==> src/rtl/frame_strobe_gen_if.sv <==
// Request channel into the column frame strobe generator: a valid/ready
// handshake that carries the target column, frame index and frame payload.
interface frame_strobe_gen_if #(
    parameter int ColBits         = 5,
    parameter int FrameIdxBits    = 5,
    parameter int FrameBitsPerRow = 32
);
    logic                       req_valid;
    logic                       req_ready;
    logic [ColBits-1:0]         req_col;
    logic [FrameIdxBits-1:0]    req_frame;
    logic [FrameBitsPerRow-1:0] req_data;

    // Requester side: drives the request, watches ready
    modport master (
        output req_valid,
        output req_col,
        output req_frame,
        output req_data,
        input  req_ready
    );

    // Generator side: samples the request, drives ready
    modport slave (
        input  req_valid,
        input  req_col,
        input  req_frame,
        input  req_data,
        output req_ready
    );
endinterface

==> src/rtl/frame_strobe_gen.sv <==
// Per-column configuration frame strobe generator.
// Accepts frame-write requests addressed to this column, presents the frame
// data to the column's term tiles, and pulses one FrameStrobe line with
// programmable setup, strobe and hold phases around it.
module frame_strobe_gen #(
    parameter int MaxFramesPerCol = 20,
    parameter int FrameBitsPerRow = 32,
    parameter int FrameIdxBits    = 5,
    parameter int ColBits         = 5,
    parameter int ColumnID        = 0,
    parameter int SetupCycles     = 1,
    parameter int StrobeCycles    = 1,
    parameter int HoldCycles      = 1
) (
    input  logic                       UserCLK,
    input  logic                       rst,
    frame_strobe_gen_if.slave          req,
    output logic [FrameBitsPerRow-1:0] FrameData,
    output logic [MaxFramesPerCol-1:0] FrameStrobe,
    output logic                       busy,
    output logic                       addr_err,
    output logic [15:0]                strobe_cnt
);

    localparam int CntW = 16;

    typedef enum logic [1:0] {
        IDLE,
        SETUP,
        STROBE,
        HOLD
    } state_t;

    state_t                     r_state;
    logic [CntW-1:0]            r_cnt;
    logic [FrameIdxBits-1:0]    r_idx;
    logic [FrameBitsPerRow-1:0] r_frameData;
    logic [MaxFramesPerCol-1:0] r_frameStrobe;
    logic                       r_busy;
    logic                       r_addrErr;
    logic [15:0]                r_strobeCnt;
    logic                       r_reqReady;

    logic w_accept;
    logic w_colMatch;
    logic w_frameInRange;

    assign w_accept       = req.req_valid && r_reqReady;
    assign w_colMatch     = (req.req_col == ColBits'(ColumnID));
    assign w_frameInRange = (int'(req.req_frame) < MaxFramesPerCol);

    // Write-phase sequencer; every output is a register updated here
    always_ff @(posedge UserCLK) begin
        if (rst) begin
            r_state       <= IDLE;
            r_cnt         <= '0;
            r_idx         <= '0;
            r_frameData   <= '0;
            r_frameStrobe <= '0;
            r_busy        <= 1'b0;
            r_addrErr     <= 1'b0;
            r_strobeCnt   <= '0;
            r_reqReady    <= 1'b1;
        end else begin
            r_addrErr <= 1'b0;
            case (r_state)
                IDLE: begin
                    if (w_accept && w_colMatch) begin
                        if (!w_frameInRange) begin
                            r_addrErr <= 1'b1;
                        end else begin
                            r_frameData <= req.req_data;
                            r_idx       <= req.req_frame;
                            r_cnt       <= CntW'(SetupCycles - 1);
                            r_state     <= SETUP;
                            r_busy      <= 1'b1;
                            r_reqReady  <= 1'b0;
                        end
                    end
                end
                SETUP: begin
                    if (r_cnt == '0) begin
                        r_cnt         <= CntW'(StrobeCycles - 1);
                        r_frameStrobe <= MaxFramesPerCol'(1) << r_idx;
                        r_state       <= STROBE;
                    end else begin
                        r_cnt <= r_cnt - 1'b1;
                    end
                end
                STROBE: begin
                    if (r_cnt == '0) begin
                        r_frameStrobe <= '0;
                        r_strobeCnt   <= r_strobeCnt + 16'd1;
                        r_cnt         <= CntW'(HoldCycles - 1);
                        r_state       <= HOLD;
                    end else begin
                        r_cnt <= r_cnt - 1'b1;
                    end
                end
                HOLD: begin
                    if (r_cnt == '0) begin
                        r_state    <= IDLE;
                        r_busy     <= 1'b0;
                        r_reqReady <= 1'b1;
                    end else begin
                        r_cnt <= r_cnt - 1'b1;
                    end
                end
                default: begin
                    r_state <= IDLE;
                end
            endcase
        end
    end

    assign req.req_ready = r_reqReady;
    assign FrameData     = r_frameData;
    assign FrameStrobe   = r_frameStrobe;
    assign busy          = r_busy;
    assign addr_err      = r_addrErr;
    assign strobe_cnt    = r_strobeCnt;

endmodule
==> src/flat_wrapper.sv <==
// flat-port wrapper written by rule: the top's interface ports become plain ports
module frame_strobe_gen_flat 
#(
    parameter int MaxFramesPerCol = 20,
    parameter int FrameBitsPerRow = 32,
    parameter int FrameIdxBits    = 5,
    parameter int ColBits         = 5,
    parameter int ColumnID        = 0,
    parameter int SetupCycles     = 1,
    parameter int StrobeCycles    = 1,
    parameter int HoldCycles      = 1
)
  (UserCLK, rst, FrameData, FrameStrobe, busy, addr_err, strobe_cnt, req_req_valid, req_req_col, req_req_frame, req_req_data, req_req_ready);
  frame_strobe_gen_if #(.ColBits(ColBits), .FrameIdxBits(FrameIdxBits), .FrameBitsPerRow(FrameBitsPerRow)) req_i ();
  input  logic UserCLK;
  input  logic rst;
  output logic [FrameBitsPerRow-1:0] FrameData;
  output logic [MaxFramesPerCol-1:0] FrameStrobe;
  output logic busy;
  output logic addr_err;
  output logic [15:0] strobe_cnt;
  input wire logic [$bits(req_i.req_valid)-1:0] req_req_valid;
  input wire logic [$bits(req_i.req_col)-1:0] req_req_col;
  input wire logic [$bits(req_i.req_frame)-1:0] req_req_frame;
  input wire logic [$bits(req_i.req_data)-1:0] req_req_data;
  output wire logic [$bits(req_i.req_ready)-1:0] req_req_ready;
  assign req_i.req_valid = req_req_valid;
  assign req_i.req_col = req_req_col;
  assign req_i.req_frame = req_req_frame;
  assign req_i.req_data = req_req_data;
  assign req_req_ready = req_i.req_ready;
  frame_strobe_gen #(.MaxFramesPerCol(MaxFramesPerCol), .FrameBitsPerRow(FrameBitsPerRow), .FrameIdxBits(FrameIdxBits), .ColBits(ColBits), .ColumnID(ColumnID), .SetupCycles(SetupCycles), .StrobeCycles(StrobeCycles), .HoldCycles(HoldCycles)) u_core (.UserCLK(UserCLK), .rst(rst), .req(req_i), .FrameData(FrameData), .FrameStrobe(FrameStrobe), .busy(busy), .addr_err(addr_err), .strobe_cnt(strobe_cnt));
endmodule
==> config.mk <==
export PLATFORM = sky130hd
export DESIGN_NAME = frame_strobe_gen_flat
export DESIGN_NICKNAME = d
export VERILOG_FILES = /design/src/rtl/frame_strobe_gen_if.sv /design/src/rtl/frame_strobe_gen.sv /design/src/flat_wrapper.sv
export SDC_FILE = /design/constraint.sdc
export NUM_CORES = 1
export LEC_CHECK = 0
export BUFFER_PORTS_ARGS = -buffer_cell sky130_fd_sc_hd__buf_4
export CORE_ASPECT_RATIO = 0.5
export CORE_MARGIN = 2
export CORE_UTILIZATION = 40
export CTS_CLUSTER_DIAMETER = 150
export DETAILED_ROUTE_END_ITERATION = 12
export RECOVER_POWER = 25
export SETUP_SLACK_MARGIN = 0.5
export SLEW_MARGIN = 20
export SYNTH_ARGS = -nofsm -noshare
export SYNTH_HDL_FRONTEND = slang
export SYNTH_SLANG_ARGS = --single-unit
==> constraint.sdc <==
create_clock -name UserCLK -period 2.3 [get_ports UserCLK]
set_input_delay 0.69 -clock UserCLK [delete_from_list [all_inputs] [get_ports UserCLK]]
set_output_delay 0.69 -clock UserCLK [all_outputs]
set_load 0.03 [all_outputs]
==> results.rst, run 1 <==
.. list-table::
   :header-rows: 1

   * - Metric
     - Value
   * - Count of filler cells inserted in the layout
     - 898
   * - Layout Cells excl Fill
     - 736
   * - Maximum number of pins on one net before global-route repair
     - 36
   * - Synthesis-stage register bit count
     - 94
   * - Total wire length
     - 10.85 mm
   * - Die Area
     - 0.01106 mm^2
   * - H-tree depth
     - 3
   * - Violation count after the first detailed-route iteration
     - 200
   * - Endpoint arrival time on the critical path
     - 2.21 ns
   * - GRT overflow
     - 0
   * - Distinct cell type count after synthesis
     - 43
   * - Final setup skew
     - 0.006334 ns
   * - Hold slack
     - 0.4539 ns
   * - Vertical die dimension
     - 75.37 um
   * - DR DRC count
     - 0
   * - CP Launch Type
     - input port
   * - Max clock buf depth
     - 2
   * - Proportion of netlist area held by the largest area contributor
     - 46.18%
   * - Final number of max-transition violations
     - 0
   * - Global placement routability congestion
     - 0.7753
   * - Dominant cell by count in the synthesized netlist
     - sky130_fd_sc_hd__dfxtp_1
   * - Highest achievable clock rate
     - 0.5031 GHz
   * - Net count after synthesis
     - 507
   * - Cell taking the most area after synthesis
     - sky130_fd_sc_hd__dfxtp_1
   * - Total number of vias
     - 3,753
   * - Outcome
     - complete, no violations
   * - Syn Area/Cell
     - 8.956 um^2
   * - Clock slew at reported path FFs
     - 0.07 ns
   * - Count of flip-flops with a built-in enable after synthesis
     - 0
   * - Global-route wire length before repair
     - 17.35 mm
   * - Number of antenna-violating nets in the routed design
     - 0
   * - DR pass1 iterations
     - 4
   * - Synth Warn #
     - 0
   * - Detailed-route vias per instance
     - 5.099
   * - CTS tree
     - yes
   * - Most used DFF post-synth
     - sky130_fd_sc_hd__dfxtp_1
   * - Synth-to-Final Area Change
     - 44.49%
   * - Worst skew pair latency
     - 0.34 ns
   * - I/O pin count
     - 116
   * - Total core area
     - 0.009666 mm^2
   * - Worst VDD drop
     - 0.0007032 V
   * - Via count of the first global-routing pass
     - 3,582
   * - Number of hold-slack violations in the final timing report
     - 0
   * - Maximum capacitance violations
     - 0
   * - Gate count of the mapped netlist
     - 455
   * - Relative slew slack
     - 53.18%
   * - Port-buffer cells
     - 115
   * - Antenna violations before repair
     - 0
   * - Tmin final
     - 1.988 ns
   * - Maximum net fanout on the critical path
     - 11
   * - Kind of critical path
     - in -> reg
   * - Transition time at the pin with the least slew margin
     - 0.7003 ns
   * - Worst path required time
     - 2.52 ns
   * - Layout cells sized above 1
     - 30.62%
   * - Ys async rst share
     - 0%
   * - Worst min path class
     - reg -> reg
   * - Critical Path Sink Type
     - flop
   * - Post-layout nets
     - 648
   * - Drt wl/cell
     - 14.74 um
   * - Inserted Clock Buffers
     - 9
   * - Global router's overall resource usage
     - 19.73%
   * - # clock sinks
     - 94
   * - Number of endpoints failing setup at the final stage
     - 0
   * - Placed Area
     - 0.005144 mm^2
   * - Instance count after placement with tap cells included
     - 693
   * - Lkg Pwr
     - 2.568 nW
   * - Netlist Area Pre-Place
     - 0.004075 mm^2
   * - Clk root buf
     - sky130_fd_sc_hd__clkbuf_16
   * - Post-detailed-placement half-perimeter wirelength
     - 7.132 mm
   * - Setup repair after global routing missed its margin
     - yes
   * - Areal power density over the cells
     - 1042 mW/mm^2
   * - Total Neg Setup Slack
     - 0 ns
   * - Summed area of non-filler cells in the final layout
     - 0.005888 mm^2
   * - Synth top cells by count
     - sky130_fd_sc_hd__dfxtp_1, sky130_fd_sc_hd__nor2_1, sky130_fd_sc_hd__mux2i_1, sky130_fd_sc_hd__nand2_1, sky130_fd_sc_hd__a21oi_1
   * - Top cells by area in the synthesized netlist
     - sky130_fd_sc_hd__dfxtp_1, sky130_fd_sc_hd__mux2i_1, sky130_fd_sc_hd__nor2_1
   * - Number of core rows
     - 25
   * - Period Utilization, post-route
     - 86.42%
   * - Initial Util
     - 42.16%
   * - Die width
     - 146.7 um
   * - Antenna diode count
     - 0
   * - Sequential area share after synthesis
     - 46.18%
==> logic make-up after synthesis <==
family	Yosys count	synth area share, %
buffers and inverters	38	3.991
multiplexers	36	8.843
AO/OA/AOI/OAI	51	7.584
flip-flops	94	46.18
adder cells (fa/ha/maj)	7	2.149
AND/OR/NAND/NOR	203	25.67
XOR/XNOR	26	5.588
==> stage by stage <==
| stage | power, mW | setup slack [ns] | util, % |
|---|---|---|---|
| finish | 6.134 | 0.3124 | 60.92 |
| global route | 6.426 | 0.1699 | 60.92 |
| detailed placement | 3.301 | 0.08870 | 53.22 |
| floorplan | 2.941 | 0.4382 | - |
| CTS | 5.574 | 0.4283 | 59.73 |
| global placement | 3.307 | 0.1310 | 53.22 |
==> state kept, by name, indices dropped and copies added, names as in the netlist <==
register              cells
u_core.addr_err           1
u_core.r_idx              5
u_core.FrameData         32
u_core.busy               1
u_core.req.req_ready      1
u_core.r_state            2
u_core.r_cnt             16
u_core.strobe_cnt        16
u_core.FrameStrobe       20
==> what timing repair did <==
item                       CTS  global route
pin swaps                   22            23
setup buffers               16             7
cloned                       4             0
gates resized for setup     36            44
hold buffers                 0             0
setup endpoints to repair   48            52
==> metal layers <==
metal  vias to the layer above  track usage, %  wire length [um]
li1                       1879               -                 -
met1                      1783           24.60              4949
met5                         -               0                 0
met2                        79           33.44              5072
met4                         0           5.825               140
met3                        12           6.707               686
==> layout make-up <==
cell class	count	area, um^2	share of cell area, %
clock buffers	11	252.7	4.292
flip-flops and latches	94	1897	32.21
inverters	12	48.80	0.8287
repair buffers	153	1094	18.57
multi-input cells	326	2371	40.27
well taps	135	168.9	2.869
clock inverters	5	56.30	0.9562
==> worst paths after layout <==
path	startpoint	to	slack, ns	cells past startpoint
setup / recovery	req_req_col[0]	u_core.r_cnt[9]	0.31	7
hold / removal	u_core.FrameStrobe[14]	u_core.FrameStrobe[14]	0.45	2
setup reg to reg	u_core.r_cnt[10]	u_core.FrameStrobe[0]	0.42	6
hold reg to reg	u_core.FrameStrobe[14]	u_core.FrameStrobe[14]	0.45	2
==> worst max-delay path, cell delays in order <==
cell,delay (ns)
sky130_fd_sc_hd__buf_4,0.10
sky130_fd_sc_hd__nor4_1,0.54
sky130_fd_sc_hd__a31o_4,0.33
sky130_fd_sc_hd__buf_4,0.20
sky130_fd_sc_hd__a21oi_1,0.11
sky130_fd_sc_hd__a21oi_1,0.15
sky130_fd_sc_hd__mux2i_1,0.09
==> cells in the final DEF, fill, tap and decap left out, drive strengths merged, types with 3 or more instances in the layout <==
cell	instances
nand3	18
nor4	16
mux2i	36
and4	3
a211oi	3
ha	7
or3	17
nor3	9
or4	7
nand2	34
inv	12
xnor2	11
o21ai	9
xor2	15
nand4	10
nor2	71
dfxtp	94
a21oi	30
clkbuf	51
buf	113
and3	5
==> where the power goes <==
group	switching [mW]	internal (mW)
Combinational	1.41	1.34
Clock	0.639	0.903
Sequential	0.121	1.73
(Power assumes the default switching activity.)
==> run 2: changes to the inputs <==
Settings changed: CORE_UTILIZATION 40 to 35, SLEW_MARGIN 20 to default.
==> run 2 against run 1 <==
- clock skew grew 0.0032 ns
- worst setup slack better by 0.061 ns
- combinational power decreased by 5%
- sequential share of layout area decreased by 0.074 points
- largest power group unchanged
- critical path depth rose by 1
- critical endpoint is now u_core.strobe_cnt[14]
==> results.rst, run 2 (synthesized netlist as in run 1, its figures left out) <==
.. list-table::
   :header-rows: 1

   * - Metric
     - Value
   * - Outcome
     - complete, no violations (unchanged)
   * - Share of total power in combinational logic
     - 44.4% (was 44.8%)
   * - Hold slack
     - 0.4515 ns (was 0.4539 ns)
   * - Kind of critical path
     - reg -> reg (was in -> reg)
   * - H-tree depth
     - 3 (unchanged)
   * - Global placement routability congestion
     - 0.7613 (was 0.7753)
   * - Violation count after the first detailed-route iteration
     - 205 (was 200)
   * - DR DRC count
     - 0 (unchanged)
   * - Worst min path class
     - reg -> reg (unchanged)
   * - Worst skew pair latency
     - 0.34 ns (about the same)
   * - GRT overflow
     - 0 (unchanged)
   * - Placed Area
     - 0.005174 mm^2 (was 0.005144 mm^2)
   * - Worst hold stages
     - 2 (unchanged)
   * - Layout cells sized above 1
     - 32.39% (was 30.62%)
   * - Total wire length
     - 10.79 mm (was 10.85 mm)
   * - CP Launch Type
     - flop (was input port)
   * - Antenna violations before repair
     - 0 (unchanged)
   * - Number of endpoints failing setup at the final stage
     - 0 (unchanged)
   * - Number of core rows
     - 27 (was 25)
   * - Tmin final
     - 1.927 ns (was 1.988 ns)
   * - Maximum capacitance violations
     - 0 (unchanged)
   * - Highest achievable clock rate
     - 0.5189 GHz (was 0.5031 GHz)
   * - Max FFs per register
     - 32 (unchanged)
   * - CTS tree
     - yes (unchanged)
   * - Worst reg2reg setup slack
     - 0.37 ns (was 0.42 ns)
   * - Total core area
     - 0.01118 mm^2 (was 0.009666 mm^2)
   * - Inserted Clock Buffers
     - 9 (unchanged)
   * - Final setup skew
     - 0.009547 ns (was 0.006334 ns)
   * - Lkg Pwr
     - 2.524 nW (was 2.568 nW)
   * - Total Neg Setup Slack
     - 0 ns (unchanged)
   * - Number of antenna-violating nets in the routed design
     - 0 (unchanged)
   * - Depth of the most critical reg-to-reg path
     - 8 (was 6)
   * - Period Utilization, post-route
     - 83.78% (was 86.42%)
   * - Most common cell after layout, fill and taps aside
     - sky130_fd_sc_hd__buf_4 (unchanged)
   * - Setup repair after global routing missed its margin
     - yes (unchanged)
   * - Number of hold-slack violations in the final timing report
     - 0 (unchanged)
   * - Areal power density over the cells
     - 995.6 mW/mm^2 (was 1042 mW/mm^2)
   * - Clk root buf
     - sky130_fd_sc_hd__clkbuf_16 (unchanged)
   * - Worst VDD drop
     - 0.0004874 V (was 0.0007032 V)
   * - Critical path cell sequence
     - inv_2, ha_1, buf_6, clkinvlp_4, buf_12, nor4_2, xnor2_1, nor2_1 (was buf_4, nor4_1, a31o_4, buf_4, a21oi_1, a21oi_1, mux2i_1)
   * - Port-buffer cells
     - 115 (unchanged)
   * - Detailed-route vias per instance
     - 4.906 (was 5.099)
   * - Transition time at the pin with the least slew margin
     - 0.6865 ns (was 0.7003 ns)
   * - Instance count after placement with tap cells included
     - 717 (was 693)
   * - Max clock buf depth
     - 2 (unchanged)
   * - FF+latch area
     - 0.001899 mm^2 (was 0.001897 mm^2)
   * - Psw
     - 2.165 mW (was 2.167 mW)
   * - Slowest-stage cell, CP
     - sky130_fd_sc_hd__dfxtp_2 (was sky130_fd_sc_hd__nor4_1)
   * - Via count of the first global-routing pass
     - 3,508 (was 3,582)
   * - Worst path required time
     - 2.52 ns (about the same)
   * - Area of combinational cells with multiple inputs
     - 0.002439 mm^2 (was 0.002371 mm^2)
   * - Source of the worst register-to-register timing path
     - u_core.r_state[0] (was u_core.r_cnt[10])
   * - Commonest non-fill, non-tap cells in the layout
     - sky130_fd_sc_hd__buf_4, sky130_fd_sc_hd__dfxtp_1, sky130_fd_sc_hd__nor2_1, sky130_fd_sc_hd__clkbuf_1, sky130_fd_sc_hd__mux2i_1 (unchanged)
   * - Initial Util
     - 36.44% (was 42.16%)
   * - # clock sinks
     - 94 (unchanged)
   * - Post-layout nets
     - 646 (was 648)
   * - Summed area of non-filler cells in the final layout
     - 0.005909 mm^2 (was 0.005888 mm^2)
   * - Total number of vias
     - 3,719 (was 3,753)
   * - Maximum number of pins on one net before global-route repair
     - 36 (unchanged)
   * - Part of the power in the clock network
     - 24.2% (was 25.1%)
   * - Worst R2R End
     - u_core.strobe_cnt[14] (was u_core.FrameStrobe[0])
   * - Total power draw
     - 5.884 mW (was 6.134 mW)
   * - Internal Dissipation
     - 3.719 mW (was 3.967 mW)
   * - Post-detailed-placement half-perimeter wirelength
     - 6.866 mm (was 7.132 mm)
   * - I/O pin count
     - 116 (unchanged)
   * - Maximum net fanout on the critical path
     - 10 (was 11)
   * - Die Area
     - 0.01258 mm^2 (was 0.01106 mm^2)
   * - Relative slew slack
     - 54.11% (was 53.18%)
   * - Global-route wire length before repair
     - 16.88 mm (was 17.35 mm)
   * - Vertical die dimension
     - 80.30 um (was 75.37 um)
   * - Endpoint of the worst hold path
     - u_core.FrameStrobe[2] (was u_core.FrameStrobe[14])
   * - Endpoint arrival time on the critical path
     - 2.15 ns (was 2.21 ns)
   * - Global router's overall resource usage
     - 16.89% (was 19.73%)
   * - Final number of max-transition violations
     - 0 (unchanged)
   * - Die width
     - 156.6 um (was 146.7 um)
   * - Switching share of power
     - 36.79% (was 35.33%)
   * - Synth-to-Final Area Change
     - 45.01% (was 44.49%)
   * - Critical Path Sink Type
     - flop (unchanged)
   * - Hold Crit Start
     - u_core.FrameStrobe[2] (was u_core.FrameStrobe[14])
   * - Count of filler cells inserted in the layout
     - 1,064 (was 898)
   * - Drt wl/cell
     - 14.23 um (was 14.74 um)
   * - Antenna diode count
     - 0 (unchanged)
   * - Sequential share of power
     - 31.5% (was 30.1%)
   * - Clock slew at reported path FFs
     - 0.06 ns (was 0.07 ns)
   * - DR pass1 iterations
     - 4 (unchanged)
   * - Layout Cells excl Fill
     - 758 (was 736)
   * - Max stage delay on crit path
     - 0.34 ns (was 0.54 ns)
[run 2: cell types whose count changed in the layout (fill, tap and decap cells not counted), moves of 3 or more]
cell / change
sky130_fd_sc_hd__a21oi_2: +3
sky130_fd_sc_hd__or4_1: -3
sky130_fd_sc_hd__a21oi_1: -3
sky130_fd_sc_hd__or4_4: +3
sky130_fd_sc_hd__buf_4: +4
sky130_fd_sc_hd__buf_6: -3
[run 2: routing by layer]
layer / track usage, % / vias up / routed length [um]
li1: - / 1868 / -
met1: 21.42 / 1766 / 5116
met2: 28.24 / 81 / 5163
met3: 5.181 / 4 / 464
met4: 4.128 / 0 / 42
met5: 0 / - / 0
[run 2: layout make-up]
type / instances / area share [%]
repair buffers: 151 / 17.59
multi-input cells: 326 / 41.27
inverters: 12 / 0.8257
well taps: 159 / 3.367
clock inverters: 5 / 0.6987
clock buffers: 11 / 4.108
flip-flops and latches: 94 / 32.14
[run 2: power by group through the flow]
stage	Combinational, mW	Clock, mW	Sequential, mW
6_report	2.61	1.42	1.85
5_1_grt	2.77	1.53	1.87
4_1_cts	1.86	1.47	1.85
3_5_place_dp	1.46	0	1.88
3_3_place_gp	1.45	0	1.87
2_1_floorplan	1.04	0	1.90
[run 2: worst max path at each step]
| stage | end | slack, ns | cells after the start | start |
|---|---|---|---|---|
| after global routing | u_core.FrameStrobe[16] | 0.32 | 7 | u_core.r_state[0] |
| final | u_core.strobe_cnt[14] | 0.37 | 8 | u_core.r_state[0] |
| after floorplan | u_core.r_cnt[0] | 0.44 | 6 | req_req_col[1] |
| after CTS | u_core.FrameStrobe[1] | 0.40 | 8 | u_core.r_cnt[1] |
| after global placement | u_core.r_cnt[1] | 0.13 | 6 | req_req_valid |
| after detailed placement | u_core.r_cnt[1] | 0.09 | 6 | req_req_valid |
[run 2: what timing repair did]
item | CTS | global route
resized for setup | 39 | 48
cloned | 3 | 1
hold buffers | 0 | 0
pin swaps | 9 | 22
setup endpoints to repair | 49 | 53
setup buffers | 11 | 10
[run 2: metrics by stage]
stage	utilization (%)	setup slack [ns]
4_1_cts	51.18	0.4023
3_3_place_gp	46.27	0.1262
2_1_floorplan	-	0.4382
6_report	52.85	0.3730
3_5_place_dp	46.27	0.09248
5_1_grt	52.85	0.3201
[run 2: worst max-delay path: cells and delay by family, from the launching register on]
family / cells / cell delay (ns)
xor gates and xnor gates: 1 / 0.16
DFF: 1 / 0.34
adders and majority gates: 1 / 0.25
and+or+nand+nor: 2 / 0.37
buffers and inverters: 4 / 0.69
==> run 3: changes to the inputs <==
Clock period 2.3 ns to 1.6 ns, I/O delays scaled along.
==> run 3 against run 2 <==
- the run now ends with setup timing left
- highest routed layer unchanged
- design area rose by 22%
- combinational power increased by 39%
- sequential power up 41%
- first-iteration DRC count fell by 18%
- total power is 46% higher
- core utilization up 12 points
- fmax grew 6.5%
- critical path depth shrank 1
- worst setup slack got worse by 0.58 ns
==> results.rst, run 3 (synthesized netlist as in run 1, its figures left out) <==
.. list-table::
   :header-rows: 1

   * - Metric
     - Value
   * - Outcome
     - finished, violations left (was complete, no violations)
   * - Failing checks
     - setup timing
   * - H-tree depth
     - 3 (unchanged)
   * - Endpoint arrival time on the critical path
     - 2.10 ns (was 2.15 ns)
   * - Max clock buf depth
     - 2 (unchanged)
   * - Number of antenna-violating nets in the routed design
     - 0 (unchanged)
   * - Maximum number of pins on one net before global-route repair
     - 55 (was 36)
   * - DR pass1 iterations
     - 4 (unchanged)
   * - Global router's overall resource usage
     - 19.61% (was 16.89%)
   * - Tmin final
     - 1.809 ns (was 1.927 ns)
   * - Detailed-route vias per instance
     - 4.868 (was 4.906)
   * - Relative slew slack
     - 73.72% (was 54.11%)
   * - Total wire length
     - 12.52 mm (was 10.79 mm)
   * - Port-buffer cells
     - 115 (unchanged)
   * - Post-layout nets
     - 721 (was 646)
   * - Drt wl/cell
     - 15.03 um (was 14.23 um)
   * - # clock sinks
     - 94 (unchanged)
   * - Total number of vias
     - 4,055 (was 3,719)
   * - Commonest non-fill, non-tap cells in the layout
     - sky130_fd_sc_hd__buf_4, sky130_fd_sc_hd__buf_6, sky130_fd_sc_hd__nor2_1, sky130_fd_sc_hd__dfxtp_2, sky130_fd_sc_hd__mux2i_1 (was sky130_fd_sc_hd__buf_4, sky130_fd_sc_hd__dfxtp_1, sky130_fd_sc_hd__nor2_1, sky130_fd_sc_hd__clkbuf_1, sky130_fd_sc_hd__mux2i_1)
   * - GRT overflow
     - 0 (unchanged)
   * - CP Buf/Inv Count
     - 1 (was 4)
   * - Synth-to-Final Area Change
     - 76.70% (was 45.01%)
   * - I/O pin count
     - 116 (unchanged)
   * - Global-route wire length before repair
     - 19.50 mm (was 16.88 mm)
   * - Inserted Clock Buffers
     - 9 (unchanged)
   * - Maximum capacitance violations
     - 0 (unchanged)
   * - Worst path required time
     - 1.89 ns (was 2.52 ns)
   * - Share of total power in combinational logic
     - 42.3% (was 44.4%)
   * - Crit path max-delay family
     - simple AND/OR/NAND/NOR gates (was buffers and inverters)
   * - Internal Dissipation
     - 5.532 mW (was 3.719 mW)
   * - Max stage delay on crit path
     - 0.45 ns (was 0.34 ns)
   * - Number of endpoints failing setup at the final stage
     - 70 (was 0)
   * - Lkg Pwr
     - 3.206 nW (was 2.524 nW)
   * - Areal power density over the cells
     - 1194 mW/mm^2 (was 995.6 mW/mm^2)
   * - Most common cell after layout, fill and taps aside
     - sky130_fd_sc_hd__buf_4 (unchanged)
   * - Post-detailed-placement half-perimeter wirelength
     - 7.774 mm (was 6.866 mm)
   * - Total core area
     - 0.01118 mm^2 (unchanged)
   * - Die width
     - 156.6 um (unchanged)
   * - Summed area of non-filler cells in the final layout
     - 0.007201 mm^2 (was 0.005909 mm^2)
   * - Clock slew at reported path FFs
     - 0.07 ns (was 0.06 ns)
   * - Clk root buf
     - sky130_fd_sc_hd__clkbuf_16 (unchanged)
   * - Worst min path class
     - in -> reg (was reg -> reg)
   * - Vertical die dimension
     - 80.30 um (unchanged)
   * - Number of hold-slack violations in the final timing report
     - 0 (unchanged)
   * - Maximum net fanout on the critical path
     - 12 (was 10)
   * - Final setup skew
     - 0.01061 ns (was 0.009547 ns)
   * - Antenna diode count
     - 0 (unchanged)
   * - Number of core rows
     - 27 (unchanged)
   * - Worst skew pair latency
     - 0.34 ns (about the same)
   * - Slowest-stage cell, CP
     - sky130_fd_sc_hd__or4_1 (was sky130_fd_sc_hd__dfxtp_2)
   * - CTS tree
     - yes (unchanged)
   * - Final design utilization
     - 64.40% (was 52.85%)
   * - Setup repair after global routing missed its margin
     - yes (unchanged)
   * - Final setup slack of the worst path
     - -0.2091 ns (was 0.3730 ns)
   * - Violation count after the first detailed-route iteration
     - 169 (was 205)
   * - Placed Area
     - 0.005783 mm^2 (was 0.005174 mm^2)
   * - Sequential share of power
     - 30.4% (was 31.5%)
   * - Part of the power in the clock network
     - 27.3% (was 24.2%)
   * - Period Utilization, post-route
     - 113.1% (was 83.78%)
   * - Worst VDD drop
     - 0.0007894 V (was 0.0004874 V)
   * - Transition time at the pin with the least slew margin
     - 0.3958 ns (was 0.6865 ns)
   * - Die Area
     - 0.01258 mm^2 (unchanged)
   * - Antenna violations before repair
     - 0 (unchanged)
   * - Highest achievable clock rate
     - 0.5528 GHz (was 0.5189 GHz)
   * - Psw
     - 3.067 mW (was 2.165 mW)
   * - Max FFs per register
     - 32 (unchanged)
   * - Final number of max-transition violations
     - 0 (unchanged)
   * - DR DRC count
     - 0 (unchanged)
   * - Via count of the first global-routing pass
     - 3,868 (was 3,508)
   * - Global placement routability congestion
     - 0.7598 (was 0.7613)
   * - Initial Util
     - 36.44% (unchanged)
   * - Kind of critical path
     - reg -> reg (unchanged)
   * - Layout cells sized above 1
     - 54.90% (was 32.39%)
   * - Critical Path Sink Type
     - flop (unchanged)
   * - Switching share of power
     - 35.66% (was 36.79%)
   * - Critical path cell sequence
     - inv_2, ha_4, nor3b_4, and4_4, o21ai_4, or4_1, a21oi_2 (was inv_2, ha_1, buf_6, clkinvlp_4, buf_12, nor4_2, xnor2_1, nor2_1)
   * - CP Launch Type
     - flop (unchanged)
-- run 3: cell types whose count changed in the layout (fill, tap and decap cells not counted), moves of 5 or more --
| cell | previous run | this run |
|---|---|---|
| sky130_fd_sc_hd__a21oi_1 | 23 | 17 |
| sky130_fd_sc_hd__buf_16 | 0 | 6 |
| sky130_fd_sc_hd__dfxtp_1 | 86 | 18 |
| sky130_fd_sc_hd__a21oi_2 | 7 | 12 |
| sky130_fd_sc_hd__clkbuf_1 | 41 | 16 |
| sky130_fd_sc_hd__buf_6 | 5 | 75 |
| sky130_fd_sc_hd__dfxtp_4 | 3 | 10 |
| sky130_fd_sc_hd__buf_4 | 103 | 121 |
| sky130_fd_sc_hd__dfxtp_2 | 5 | 66 |
-- run 3: per-layer routing --
layer / share of wire (%) / up-vias / GRT usage, %
li1: - / 2018 / -
met1: 47 / 1939 / 25.27
met2: 48 / 87 / 33.35
met3: 4.3 / 11 / 4.587
met4: 0.87 / 0 / 4.954
met5: 0 / - / 0
-- run 3: area by class of cell --
cell class / instances / area [um^2]
fillers: 909 / 3981
well taps: 159 / 198.9
flip-flops and latches: 94 / 2002
clock buffers: 9 / 225.2
clock inverters: 7 / 101.3
inverters: 12 / 50.05
repair buffers: 227 / 2136
multi-input cells: 325 / 2487
-- run 3: worst paths after layout --
kind                                             from  slack, ns                     end  cells after the start
worst max-delay path                  u_core.r_cnt[1]      -0.21  u_core.FrameStrobe[16]                      7
worst min-delay path                 req_req_data[20]       0.36    u_core.FrameData[20]                      3
worst max register to register        u_core.r_cnt[1]      -0.21  u_core.FrameStrobe[16]                      7
worst min register to register  u_core.FrameStrobe[9]       0.45   u_core.FrameStrobe[9]                      2
-- run 3: timing repair --
item                       in CTS  in global routing
buffers inserted               34                 11
pin swaps                      23                 22
hold buffers                    0                  0
setup endpoints to repair     165                165
gates cloned                    8                  1
gates resized for setup       182                 33
-- run 3: power groups by stage --
stage          registers, mW  logic (mW)  clock network (mW)
6_report                2.61        3.64                2.35
5_1_grt                 2.63        3.91                2.50
4_1_cts                 2.60        3.38                2.41
3_5_place_dp            2.65        2.86                   0
3_3_place_gp            2.64        2.84                   0
2_1_floorplan           2.73        1.96                   0
-- run 3: worst min-delay path, cell delays in order --
cell                      delay (ns)
sky130_fd_sc_hd__buf_4          0.08
sky130_fd_sc_hd__mux2i_1        0.05
sky130_fd_sc_hd__nor2_1         0.07
-- run 3: stage by stage --
| step | total power, mW | std cells | worst slack, ns | hold slack [ns] | TNS, ns |
|---|---|---|---|---|---|
| detailed placement | 5.503 | 763 | -0.2986 | 0.4477 | -16.05 |
| floorplan | 4.692 | 455 | -0.2216 | 0.4746 | -4.810 |
| global placement | 5.484 | 763 | -0.2847 | 0.4442 | -14.58 |
| global route | 9.032 | 833 | -0.3122 | 0.3632 | -15.13 |
| CTS | 8.389 | 821 | -0.1718 | 0.3525 | -5.362 |
| finish | 8.599 | 833 | -0.2091 | 0.3636 | -6.510 |
